<file path="config.mk">
export PLATFORM = sky130hd
export DESIGN_NAME = hazard_ctrl
export DESIGN_NICKNAME = d
export VERILOG_FILES = /design/src/rtl/hazard_ctrl.sv
export SDC_FILE = /design/constraint.sdc
export NUM_CORES = 1
export LEC_CHECK = 0
export CAP_MARGIN = 25
export CORE_ASPECT_RATIO = 1.2
export CORE_MARGIN = 5
export CORE_UTILIZATION = 32
export DETAILED_ROUTE_END_ITERATION = 16
export MAX_ROUTING_LAYER = met4
export PLACE_DENSITY = 0.73
export SYNTH_ARGS = -nofsm -noshare
export SYNTH_HDL_FRONTEND = slang
export SYNTH_SLANG_ARGS = --single-unit
export TNS_END_PERCENT = 20
</file>
<file path="constraint.sdc">
create_clock -name clk -period 1.9 [get_ports clk]
set_input_delay 0.38 -clock clk [delete_from_list [all_inputs] [get_ports clk]]
set_output_delay 0.38 -clock clk [all_outputs]
set_load 0.02 [all_outputs]
</file>
<file path="src/rtl/hazard_ctrl.sv">
// hazard_ctrl: pipeline hazard and stall controller.
// Produces the PC / IF/ID / ID/EX enables, flushes and bubbles, plus a
// whole-pipe hold while a data-memory access is outstanding. A watchdog
// latches a sticky error if the memory does not answer in time.
//
// Ports:
//   clk, reset             clock, synchronous active-high reset
//   id_rs1/rs2, id_uses_*  source registers of the ID instruction
//   ex_rd, ex_reg_we,
//   ex_mem_to_reg          destination / load info of the EX instruction
//   ex_branch_taken        taken branch resolved in EX
//   mem_req, mem_ready     MEM-stage access handshake
//   pc_write, if_id_write  fetch-side load enables
//   if_id_flush,
//   id_ex_flush,
//   id_ex_bubble           squash / bubble controls
//   pipe_hold              freeze ID/EX, EX/MEM, MEM/WB
//   hazard_cause           previous cycle's cause (0 none,1 load-use,2 branch,3 mem)
//   mem_timeout            sticky watchdog error
//   stall_cycles,
//   flush_count            performance counters
//
// Build option: define HAZARD_PERF_EN to implement the saturating
// performance counters; otherwise both counter ports are tied to 0.
module hazard_ctrl #(
  parameter int MEM_TIMEOUT = 64,
  parameter int CNT_W       = 16
) (
  input  logic             clk,
  input  logic             reset,
  input  logic [4:0]       id_rs1,
  input  logic [4:0]       id_rs2,
  input  logic             id_uses_rs1,
  input  logic             id_uses_rs2,
  input  logic [4:0]       ex_rd,
  input  logic             ex_reg_we,
  input  logic             ex_mem_to_reg,
  input  logic             ex_branch_taken,
  input  logic             mem_req,
  input  logic             mem_ready,
  output logic             pc_write,
  output logic             if_id_write,
  output logic             if_id_flush,
  output logic             id_ex_bubble,
  output logic             id_ex_flush,
  output logic             pipe_hold,
  output logic [1:0]       hazard_cause,
  output logic             mem_timeout,
  output logic [CNT_W-1:0] stall_cycles,
  output logic [CNT_W-1:0] flush_count
);

  localparam int WCW = $clog2(MEM_TIMEOUT) + 1;

  typedef enum logic [1:0] {RUN, WAIT, ERR} state_t;

  state_t         state, state_nxt, state_eff;
  logic [WCW-1:0] wait_cnt, wait_cnt_nxt;
  logic [1:0]     cause_nxt;
  logic           load_use, mem_stall, freeze, br_sel;

  assign load_use  = ex_mem_to_reg & ex_reg_we & (ex_rd != 5'd0) &
                     ((id_uses_rs1 & (id_rs1 == ex_rd)) |
                      (id_uses_rs2 & (id_rs2 == ex_rd)));
  assign mem_stall = mem_req & ~mem_ready;
  // During a reset cycle the outputs behave as if the FSM were already in RUN.
  assign state_eff = reset ? RUN : state;
  assign freeze    = mem_stall | (state_eff == ERR);
  assign br_sel    = ~freeze & ex_branch_taken;

  // Priority-encoded control outputs: freeze > branch > load-use > normal.
  always_comb begin
    pc_write     = 1'b1;
    if_id_write  = 1'b1;
    if_id_flush  = 1'b0;
    id_ex_flush  = 1'b0;
    id_ex_bubble = 1'b0;
    pipe_hold    = 1'b0;
    cause_nxt    = 2'd0;
    if (freeze) begin
      pc_write    = 1'b0;
      if_id_write = 1'b0;
      pipe_hold   = 1'b1;
      cause_nxt   = 2'd3;
    end else if (ex_branch_taken) begin
      // A coincident load-use is ignored: the dependent instruction is squashed.
      if_id_flush = 1'b1;
      id_ex_flush = 1'b1;
      cause_nxt   = 2'd2;
    end else if (load_use) begin
      pc_write     = 1'b0;
      if_id_write  = 1'b0;
      id_ex_bubble = 1'b1;
      cause_nxt    = 2'd1;
    end
  end

  // Memory-wait watchdog FSM.
  always_comb begin
    state_nxt    = state;
    wait_cnt_nxt = wait_cnt;
    case (state)
      RUN: if (mem_stall) begin
        state_nxt    = WAIT;
        wait_cnt_nxt = WCW'(1);
      end
      WAIT: begin
        if (!mem_stall) begin
          state_nxt    = RUN;
          wait_cnt_nxt = '0;
        end else if (wait_cnt == WCW'(MEM_TIMEOUT - 1)) begin
          state_nxt = ERR;
        end else begin
          wait_cnt_nxt = wait_cnt + WCW'(1);
        end
      end
      default: state_nxt = ERR;  // ERR holds until reset
    endcase
  end

  always_ff @(posedge clk) begin
    if (reset) begin
      state        <= RUN;
      wait_cnt     <= '0;
      hazard_cause <= 2'd0;
    end else begin
      state        <= state_nxt;
      wait_cnt     <= wait_cnt_nxt;
      hazard_cause <= cause_nxt;
    end
  end

  assign mem_timeout = (state == ERR);

`ifdef HAZARD_PERF_EN
  always_ff @(posedge clk) begin
    if (reset) begin
      stall_cycles <= '0;
      flush_count  <= '0;
    end else begin
      if ((freeze | load_use) && (stall_cycles != '1))
        stall_cycles <= stall_cycles + CNT_W'(1);
      if (br_sel && (flush_count != '1))
        flush_count <= flush_count + CNT_W'(1);
    end
  end
`else
  assign stall_cycles = '0;
  assign flush_count  = '0;
  logic unused_perf;
  assign unused_perf = br_sel;
`endif

endmodule

</file>
# Word level (Yosys, flattened, before mapping)
# Cells that the tools add are included.
# W data, S select, Z words.
# totals
wordCells	48
out_inout_bits	41
in_bits	24
regBits	11
# classes
n_eq_ne	9
n_addsub	1
bitwise_logic	9
reduce_logical	5
mux	21
# op_table
op	n
$mux W7	3
$pmux W7 S2	1
$mux W2	6
$eq A5 B5 Y1	2
$mux W1	10
$add A7 B1 Y7 const B	1
$eq A7 B6 Y1 const B	1
$and A1 B1 Y1	6
$ne A3 B3 Y1 const B	2
$reduce_bool A5 Y1	1
$eq A2 B2 Y1 const B	2
$pmux W2 S2	1
$reduce_and A3 Y1	1
$eq A2 B1 Y1 const B	1
$logic_not A2 Y1	1
$ne A2 B2 Y1 const B	1
$or A1 B1 Y1	2
$reduce_and A2 Y1	1
$reduce_bool A2 Y1	1
$not A1 Y1	1

# Longest topological paths before layout
# logic_depth
depth_word	7
depth_mapped	5
mapped_depth_nobuf	5

# Worst setup path after synthesis
# No wires, ideal clock.
# synth_timing
path_kind	input port to output port
start	in ex_rd[1]
end	out pc_write
slack_ns	-0.018
path_buffers	1
required_time_ns	1.520
stages	4
arrival_ns	1.538
path_cell_list	or4_1 > o2111ai_1 > o21ba_2 > buf_4
# synth_between
elab_chain_cells	7
elab_cells_between_ends	11
cone_classes	eq/ne (2); mux (3); bitwise (5); reduce/logical (1)
# synth_lines
item	line_no	rtl
start, declared	35	input logic [4:0] ex_rd,
$eq A5 B5 Y1 (on tied branches)	63, 64	
$and A1 B1 Y1 (on tied branches)	63, 64	
$or A1 B1 Y1	63	((id_uses_rs1 & (id_rs1 == ex_rd)) |
$and A1 B1 Y1 (*)	62	assign load_use = ex_mem_to_reg & ex_reg_we & (ex_rd != 5'd0) &
$mux W1 (*) (3 in a row)	-	
end, declared	41	output logic pc_write,
# Every way passes the cells marked *; elsewhere a longest branch is shown, timed or not.

# Final worst setup path
# layout_timing
start	in ex_rd[4]
end	out pc_write
# layout_between
elab_chain_cells	7
elab_cells_between_ends	11
cone_classes	eq/ne (2); mux (3); bitwise (5); reduce/logical (1)
# layout_lines
item	line_no	rtl
$eq A5 B5 Y1 (on tied branches)	63, 64	
$and A1 B1 Y1 (on tied branches)	63, 64	
$or A1 B1 Y1	63	
$and A1 B1 Y1 (*)	62	
$mux W1 (*)	90	end else if (load_use) begin
$mux W1 (*)	85	end else if (ex_branch_taken) begin
$mux W1 (*)	80	if (freeze) begin
# Marks and branches as above.

==> results.txt <==
----------------------------------------------------
[Final layout]
  Count of fill cells added during filler insertion ... 283
  Syn-to-layout area delta ... 42.7%
  Footprint of the flip-flops and latches ... 220 um2
  Area of combinational cells with multiple inputs ... 683 um2
  Number of nets in the finished design ... 192
  Antenna diode count ... 0
  Most common cell after layout, fill and taps aside ... sky130_fd_sc_hd__conb_1
  Top library cells by usage in the layout, fill and taps aside ... sky130_fd_sc_hd__conb_1 (32), sky130_fd_sc_hd__buf_4 (15), sky130_fd_sc_hd__dfxtp_1 (11)
  Layout cell share with drive strength beyond 1 ... 0.289

[STA]
  Clock period minus final worst setup slack ... 1.96 ns
  RSZ-0062 raised after global routing ... yes
  Worst hold slack across all endpoints ... 0.471 ns
  Final Hold Viols ... 0
  Total count of max-transition violations in the final report ... 0
  Number of failing setup endpoints in the final timing report ... 3
  Setup TNS ... -0.161 ns
  Fin Clk Skew ... 0.000485 ns
  Portion of the clock cycle consumed by the worst path in the final layout ... 1.03
  Final critical-path setup slack ... -0.0611 ns
  Achievable frequency ... 510 MHz

[Synthesis]
  Dominant combinational cell family by area after synthesis ... buffers and inverters
  FFs w/ async S/R, synth ... 0
  Count of flip-flops with a built-in enable after synthesis ... 0
  Primary FF master, synth ... sky130_fd_sc_hd__dfxtp_1
  XOR/XNOR Fraction of Synth Area ... 0.0901
  Post-Synth Simple-Gate Area ... 0.223
  Count of unique library cells instantiated by Yosys ... 41
  Warning count from the yosys run ... 0
  Cell type contributing the most total cell area after synthesis ... sky130_fd_sc_hd__buf_4
  Share of the synthesized area in the top cell type ... 0.263
  Multiplexer share of the synthesized area ... 0
  Synth top area cells ... sky130_fd_sc_hd__buf_4 (26%), sky130_fd_sc_hd__dfxtp_1 (23%), sky130_fd_sc_hd__xor2_1 (7.2%)
  Gate Count Post-Synth ... 120
  Adder-cell share of the synthesized area ... 0.0129
  Flops & latches, synth ... 11
  Fraction of the mapped netlist area in compound gates ... 0.158
  Synthesized area divided by synthesized cell count ... 8.10 um2
  Sequential cell area fraction in the yosys report ... 0.227
  Cell Area, Synth ... 972 um2

[Placed design]
  Final Wtd Congestion ... 0.798
  Count of buffers from port buffering ... 32
  Half-perimeter wire length after detailed placement ... 2000 um

[GRT]
  Vias in the first global route ... 864
  Total global routing track utilization ... 0.116
  First-pass GRT wire length ... 3730 um
  Total gr overflow ... 0
  Initial antenna violation count ... 0
  Pin count of the biggest net entering global routing ... 14

[Clocking]
  Buffer levels on the longest clock path ... 2
  Sinks on the clock net ... 11
  H-tree lvl count ... 1
  Clock-pin slew of the registers on the worst-case setup and hold paths ... 0.07 ns
  Clock Latency Late Sink ... 0.27 ns
  Clock root buffer ... sky130_fd_sc_hd__clkbuf_4
  CTS tree ... done
  Cts bufs inserted ... 3

[Power]
  Leakage component of the power ... 0.611 nW
  Sequential share of power ... 0.383
  Max VDD drop ... 0.255 mV
  Reported net switching power ... 0.216 mW
  Share of power burned in the clock network ... 0.266
  Gate power share ... 0.350
  Cell internal pwr ... 0.404 mW
  Net switching fraction of the power ... 0.349
  Ratio of total power to cell area ... 447 mW/mm2

[Setup path]
  Top delay family on crit path ... compound AO/OA/AOI/OAI gates
  Bufs and invs on worst path ... 2
  Sort of element at the start of the critical path ... primary input
  Maximum fanout along the worst path ... 3
  Crit Path Category ... in -> out
  Critical path endpoint category ... output port
  Arrival time of the worst setup path ... 1.58 ns
  Slowest cell on the critical path ... sky130_fd_sc_hd__nor4_2
  Critical path required time ... 1.52 ns
  Largest incremental delay on the critical path ... 0.35 ns
  Cell-by-cell trace of the critical path ... buf_2, xor2_1, nor4_2, a32oi_2, o21ba_4, buf_6

[Die]
  Area of the core ... 0.00300 mm2
  I/O pin count ... 65
  Overall die area ... 0.00424 mm2
  Initial Utilization ... 0.324
  Die boundary height ... 70.4 um
  Horiz. Die Dim ... 60.3 um
  Cell Rows ... 22

[Route]
  Final routed DRC violation total ... 0
  Post-detailed-route count of antenna-violating nets ... 0
  Amount of wire on met3 after detailed routing ... 321 um
  Count of vias placed by the detailed router ... 922
  Total Routed Length ... 2540 um
  Number of violations reported at the end of detailed-routing iteration 0 ... 11
  First-pass detailed-route iteration total ... 4
  Highest metal layer with signal wires ... met4
  Total met2 wirelength after detailed routing ... 1240 um
  Average via count per standard cell ... 4.56
  Detailed-route wire length per cell ... 12.6 um
  Routed met1 length ... 970 um

[Run]
  Count of maximum capacitance violations ... 0

[Outcome]
  Violated checks ... setup timing
  Status ... complete, but fails checks

[Min path]
  Type of the worst min-delay path ... reg -> reg

----------------------------------------------------
## per-stage QoR
step	instances	cell area [um2]	total power [mW]	utilization	setup WS [ns]
6_report	202	1390	0.621	0.462	-0.0611
5_1_grt	202	1390	0.646	0.462	-0.0822
4_1_cts	202	1360	0.615	0.454	-0.0609
3_5_place_dp	196	1300	0.450	0.434	-0.925
3_3_place_gp	196	1300	0.447	0.434	-0.843
2_1_floorplan	151	1100	0.406	-	0.0446
## per-layer routing
| layer | track usage | vias up |
|---|---|---|
| met1 | 0.123 | 417 |
| met4 | 0.0369 | 0 |
| met3 | 0.0259 | 2 |
| met2 | 0.207 | 54 |
| li1 | - | 449 |
| met5 | - | - |
## cells in the mapped netlist, types with 3 or more instances
library cell / instances
sky130_fd_sc_hd__a21oi_1: 6
sky130_fd_sc_hd__buf_4: 34
sky130_fd_sc_hd__dfxtp_1: 11
sky130_fd_sc_hd__inv_1: 4
sky130_fd_sc_hd__nand2_1: 4
sky130_fd_sc_hd__nand2b_1: 4
sky130_fd_sc_hd__nor2_1: 6
sky130_fd_sc_hd__nor4_1: 3
sky130_fd_sc_hd__xor2_1: 8
## layout make-up
class,count,area share
Multi-Input combinational cell,100,0.492
Timing Repair Buffer,47,0.287
Sequential cell,11,0.159
Tap cell,36,0.0325
Clock buffer,4,0.0189
Inverter,4,0.0108
## sequential cells by signal (all words and copies together), names as in the netlist
register and cells:
wait_cnt 7, state 2, hazard_cause 2
## repair_timing
action                     in CTS  in global routing
hold endpoints to repair        0                  0
hold buffers                    0                  0
gates resized for setup        79                 14
setup buffers                   2                  0
setup endpoints to repair       6                  6
pin swaps                      11                  8
## power groups by stage
stage | registers (mW) | logic, mW | clock network [mW]
after global routing | 0.239 | 0.231 | 0.177
after CTS | 0.238 | 0.209 | 0.168
after detailed placement | 0.243 | 0.206 | 0
after floorplan | 0.247 | 0.160 | 0
final | 0.238 | 0.217 | 0.165
after global placement | 0.243 | 0.203 | 0
## worst register-to-register path, cell delays in order (launching register included)
cell	delay, ns
sky130_fd_sc_hd__dfxtp_1	0.41
sky130_fd_sc_hd__ha_1	0.29
sky130_fd_sc_hd__nand4_1	0.16
sky130_fd_sc_hd__nor2_2	0.27
sky130_fd_sc_hd__a21oi_1	0.17
sky130_fd_sc_hd__a311oi_1	0.28
## cell families after synthesis
| group | Yosys count |
|---|---|
| buffers and inverters | 40 |
| AO/OA/AOI/OAI | 22 |
| adder cells (fa/ha/maj) | 1 |
| XOR/XNOR | 10 |
| flip-flops | 11 |
| other | 1 |
| AND/OR/NAND/NOR | 35 |
## path summary, 6_finish.rpt
path	start	slack, ns	end	depth (start not counted)
worst max-delay path	ex_rd[4]	-0.06	pc_write	6
worst min-delay path	wait_cnt[6]$_SDFFE_PP0P_	0.47	wait_cnt[6]$_SDFFE_PP0P_	1
worst max register to register	wait_cnt[0]$_SDFFE_PP0P_	0.23	wait_cnt[3]$_SDFFE_PP0P_	5
worst min register to register	wait_cnt[6]$_SDFFE_PP0P_	0.47	wait_cnt[6]$_SDFFE_PP0P_	1
Power figures use the tool's default switching activity.
==> edit 1: new RTL, same flow settings <==
Set the parameter `CNT_W` to 24 (it was 16).
--- a/src/rtl/hazard_ctrl.sv
+++ b/src/rtl/hazard_ctrl.sv
@@ -26,3 +26,3 @@
   parameter int MEM_TIMEOUT = 64,
-  parameter int CNT_W       = 16
+  parameter int CNT_W       = 24
 ) (
Ports: changed (resized flush_count and stall_cycles); port bits go from 65 to 81. The function was not compared with the original's and may differ.
==> edit 1 against the original RTL <==
- register-to-register slack better by 50 ps
- non-clock buffer count up 3
- power rose by 17%
- highest routed layer unchanged
- fmax is 2.3% lower
- synthesized cell count rose by 13%
- via count increased by 4.7%
- the run still ends with negative setup slack left
- cell count rose by 9.9%
- area after synthesis is 12% higher
- design area increased by 7.8%
- sequential share of layout area down 1.1 points
- routed wire length up 7.2%
- critical path depth did not move
- sequential cell count is the same
- worst setup slack worse by 45 ps
==> edit 1: results (changes against the original RTL) <==
| Metric | Value |
|---|---|
| Crit path max fanout | `3 (unchanged)` |
| Post-Route Skew | `0.752 ps (+0.267 ps)` |
| Max incr delay on CP | `270 ps (-80 ps)` |
| Compound-cell area share of the yosys netlist | `0.141 (-0.0174)` |
| Post-place setup slack | `-849 ps (+76.7 ps)` |
| Largest net degree at the start of global routing | `14 (unchanged)` |
| HP Class | `reg2reg` |
| Clock root cell | `clkbuf_8` |
| Number of global-route vias before repair | `871 (+0.81%)` |
| Via-to-Cell Ratio | `4.35 (-4.8%)` |
| Cell Area, Placed | `0.00139 mm² (+6.4%)` |
| Number of distinct library cells after synthesis | `41 (unchanged)` |
| DP HPWL | `2090 µm (+4.8%)` |
| Total GRT Usage | `0.108 (-0.00791)` |
| WL per Instance | `12.3 µm (-2.5%)` |
| First-pass GRT wire length | `3950 µm (+5.7%)` |
| 1st-iter DRT viols | `28 (+17)` |
| Placed cells | `216 (+10%)` |
| Nets | `211 (+9.9%)` |
| Gp weighted congestion | `0.806 (+1.0%)` |
| Worst-path clk slew | `50 ps (-20 ps)` |
| Vias | `965 (+4.7%)` |
| Status | `finished, violations left` |
| Peak VDD IR | `0.220 mV (-14%)` |
| CP arrival | `1630 ps (+50 ps)` |
| Sequential element share of the synthesized area | `0.202 (-0.0249)` |
| Average size of a mapped cell | `8.03 µm² (-0.86%)` |
| Synth cell count leaders | `buf_4 (50), dfxtp_1 (11), xor2_1 (8)` |
| CTS Buffer Depth | `2 (unchanged)` |
| Regs by FF count | `wait_cnt x7, hazard_cause x2, state x2` |
| Clk Latency, worst-skew pair | `240 ps (-30 ps)` |
| Mux share of post-synthesis cell area | `0 (unchanged)` |
| Synth Area in XOR/XNOR | `0.0802 (-0.00991)` |
| Share of layout cells above drive strength 1 | `0.238 (-0.0513)` |
| Total leakage power | `0.699 nW (+14%)` |
| Largest cells by area after synthesis | `buf_4 (34%), dfxtp_1 (20%), xor2_1 (6.4%)` |
| Adder-cell area share of the yosys netlist | `0.0115 (-0.00142)` |
| Antenna violations before repair | `0 (unchanged)` |
| Antenna diodes | `0 (unchanged)` |
| Final setup violation count | `3 (unchanged)` |
| Violated checks | `negative setup slack` |
| Setup ws final | `-106 ps (-45.2 ps)` |
[edit 1: changes by cell type after synthesis, sizes merged]
cell / unedited run / this run
buf: 34 / 50
[edit 1: area by class of cell]
| type | count | area [µm²] |
|---|---|---|
| tap | 37 | 46.3 |
| inverter | 4 | 15.0 |
| fill | 317 | 1810 |
| multi-input combinational | 116 | 717 |
| clock buffer | 4 | 45.0 |
| timing repair buffer | 50 | 452 |
| sequential | 11 | 220 |
[edit 1: layer usage]
layer / vias up / track usage / wire (µm)
met1: 428 / 0.129 / 1080
li1: 472 / - / -
met5: - / - / 0
met2: 63 / 0.173 / 1290
met4: 0 / 0.0554 / 34
met3: 2 / 0.0227 / 316
[edit 1: metrics by stage]
stage	setup TNS, ps	utilization	hold slack, ps
after floorplan	0	-	450
after global placement	-3740	0.419	459
after detailed placement	-3820	0.419	462
after CTS	-493	0.447	469
after global routing	-377	0.452	490
final	-282	0.452	469
[edit 1: cells by family after synthesis]
kind of cell	Yosys count
other	1
buffers and inverters	56
flip-flops	11
adder cells (fa/ha/maj)	1
XOR/XNOR	10
AO/OA/AOI/OAI	22
AND/OR/NAND/NOR	35
[edit 1: path summary, 6_finish.rpt]
path	start	to	slack, ps	cells past startpoint
hold / removal	wait_cnt[6]	wait_cnt[6]	470	1
setup reg to reg	wait_cnt[0]	wait_cnt[2]	280	5
hold reg to reg	wait_cnt[6]	wait_cnt[6]	470	1
setup / recovery	id_rs2[4]	pc_write	-110	6
[edit 1: timing repair]
action,CTS,global route
endpoints found under the hold margin,0,0
setup endpoints to repair,6,6
gates resized for setup,51,21
pin swaps,7,8
setup buffers,2,0
[edit 1: power breakdown]
group | internal, mW | switching [mW] | leakage (nW)
Clock | 0.148 | 0.0908 | 0.0228
Combinational | 0.0924 | 0.158 | 0.587
Sequential | 0.236 | 0.00288 | 0.0894
==> edit 2: new RTL, config.mk and constraints unchanged <==
Without the edit above. Put a register stage on the output `mem_timeout`, without a reset. The value now appears one clock later. The other outputs are not delayed to match.
--- a/src/rtl/hazard_ctrl.sv
+++ b/src/rtl/hazard_ctrl.sv
@@ -132,3 +132,5 @@
 
-  assign mem_timeout = (state == ERR);
+  always_ff @(posedge clk) begin
+    mem_timeout <= (state == ERR);
+  end
 
Check against the original RTL: no difference found for any inputs over 10 cycles, from zero or initial values and one cycle with reset high; that may be too few to reach the edited logic, so the function may still have changed.
==> edit 2 against the original RTL <==
- worst setup slack improved by 11 ps
- critical endpoint is now id_ex_bubble
- design area is the same
- power increased by 11%
- sequential cell count up 1
- area after synthesis is 2.3% higher
- fmax up 0.56%
- the flow still finishes with violations (negative setup slack)
- first-iteration DRC count grew 18%
- routed wire length hardly changed
==> edit 2: results (changes against the original RTL) <==
| Metric | Value |
|---|---|
| Status | `finished, violations left` |
| Violated checks | `negative setup slack` |
| Synth cell count leaders | `buf_4 (35), dfxtp_1 (12), xor2_1 (8)` |
| Post-place setup slack | `-891 ps (+34.1 ps)` |
| 1st-iter DRT viols | `13 (+2)` |
| Largest net degree at the start of global routing | `14 (unchanged)` |
| Setup Total Neg Slack | `-109 ps (+51.4 ps)` |
| Worst path slowest cell | `or4_4` |
| Post-CTS setup buffer count | `1 (-1)` |
| First-pass GRT wire length | `3660 µm (-2.0%)` |
| Layout fillers | `298 (+5.3%)` |
| Share of layout cells above drive strength 1 | `0.258 (-0.0313)` |
| Post-cts sizing count | `82 (+3.8%)` |
| Max incr delay on CP | `550 ps (+200 ps)` |
| Gp weighted congestion | `0.720 (-9.7%)` |
| Clk Latency, worst-skew pair | `280 ps` |
| Antenna violations before repair | `0 (unchanged)` |
| Largest cells by area after synthesis | `buf_4 (26%), dfxtp_1 (24%), xor2_1 (7.0%)` |
| Cell Area, Placed | `0.00128 mm² (-1.3%)` |
| Max Slew Vio Count | `0 (unchanged)` |
| Total GRT Usage | `0.115 (-0.00102)` |
| Post-Route Skew | `2.02 ps (+1.54 ps)` |
| Peak VDD IR | `0.193 mV (-24%)` |
| Total leakage power | `0.610 nW (-0.13%)` |
| Average size of a mapped cell | `8.50 µm² (+4.9%)` |
| Final setup violation count | `3 (unchanged)` |
| H-tree depth | `1 (unchanged)` |
| Placed cells | `190 (-3.1%)` |
| Via-to-Cell Ratio | `4.66 (+2.0%)` |
| GR Util met3 | `0.0219 (-0.00398)` |
| Sequential element share of the synthesized area | `0.242 (+0.0150)` |
| M1 GR Usage | `0.107 (-0.0163)` |
| Antenna diodes | `0 (unchanged)` |
| Number of global-route vias before repair | `858 (-0.69%)` |
| Regs by FF count | `wait_cnt x7, hazard_cause x2, state x2` |
| Crit-path leading delay family | `simple AND/OR/NAND/NOR gates` |
| DP HPWL | `1920 µm (-3.8%)` |
| WL per Instance | `13.0 µm (+3.6%)` |
| Setup ws final | `-50.1 ps (+10.9 ps)` |
| CTS buffer count | `3 (unchanged)` |
| GR Layer Usage met2 | `0.207 (about the same)` |
| Number of distinct library cells after synthesis | `42 (+2.4%)` |
| Crit path max fanout | `2 (-1)` |
| Final WL | `2540 µm (about the same)` |
| Drt pass-1 iters | `4 (unchanged)` |
==> edit 2: changes by cell type in the layout (fill, tap and decap cells not counted), sizes merged, moves of 2 or more <==
cell,before,now
buf,27,25
or3,2,0
inv,4,7
clkbuf,7,4
nand3,1,3
clkdlybuf4s50,9,11
nand2b,4,2
nor2,7,2
dlygate4sd2,2,5
a31oi,2,5
nor4b,2,0
nand2,4,1
==> edit 2: path summary, 6_finish.rpt <==
check | slack [ps] | from | to | depth (start not counted)
hold reg to reg | 490 | wait_cnt[6] | wait_cnt[6] | 1
setup reg to reg | 250 | wait_cnt[0] | wait_cnt[5] | 4
setup / recovery | -50 | ex_rd[4] | id_ex_bubble | 6
hold / removal | 490 | wait_cnt[6] | wait_cnt[6] | 1
==> edit 2: where the power goes <==
part / internal [mW] / switching (mW) / leakage (nW)
Combinational: 0.0924 / 0.130 / 0.491
Sequential: 0.256 / 0.00345 / 0.0975
Clock: 0.117 / 0.0913 / 0.0210
Total: 0.465 / 0.225 / 0.610
==> edit 2: routing by layer <==
layer / vias up / part of all wire / wire, µm
li1: 432 / - / -
met5: - / 0 / 0
met4: 0 / 0.027 / 68
met1: 416 / 0.33 / 839
met3: 5 / 0.12 / 316
met2: 55 / 0.52 / 1320
==> edit 2: logic make-up after synthesis <==
family | synth area share
adder cells (fa/ha/maj) | 0.0126
XOR/XNOR | 0.0881
AND/OR/NAND/NOR | 0.126
flip-flops | 0.242
other | 0.00377
AO/OA/AOI/OAI | 0.218
buffers and inverters | 0.311
==> edit 2: layout make-up <==
type / instances / area [µm²] / share of cell area
inverter: 7 / 26.3 / 0.0189
sequential: 12 / 240 / 0.173
tap: 36 / 45.0 / 0.0325
clock buffer: 4 / 36.3 / 0.0261
timing repair buffer: 45 / 399 / 0.288
multi-input combinational: 91 / 641 / 0.462
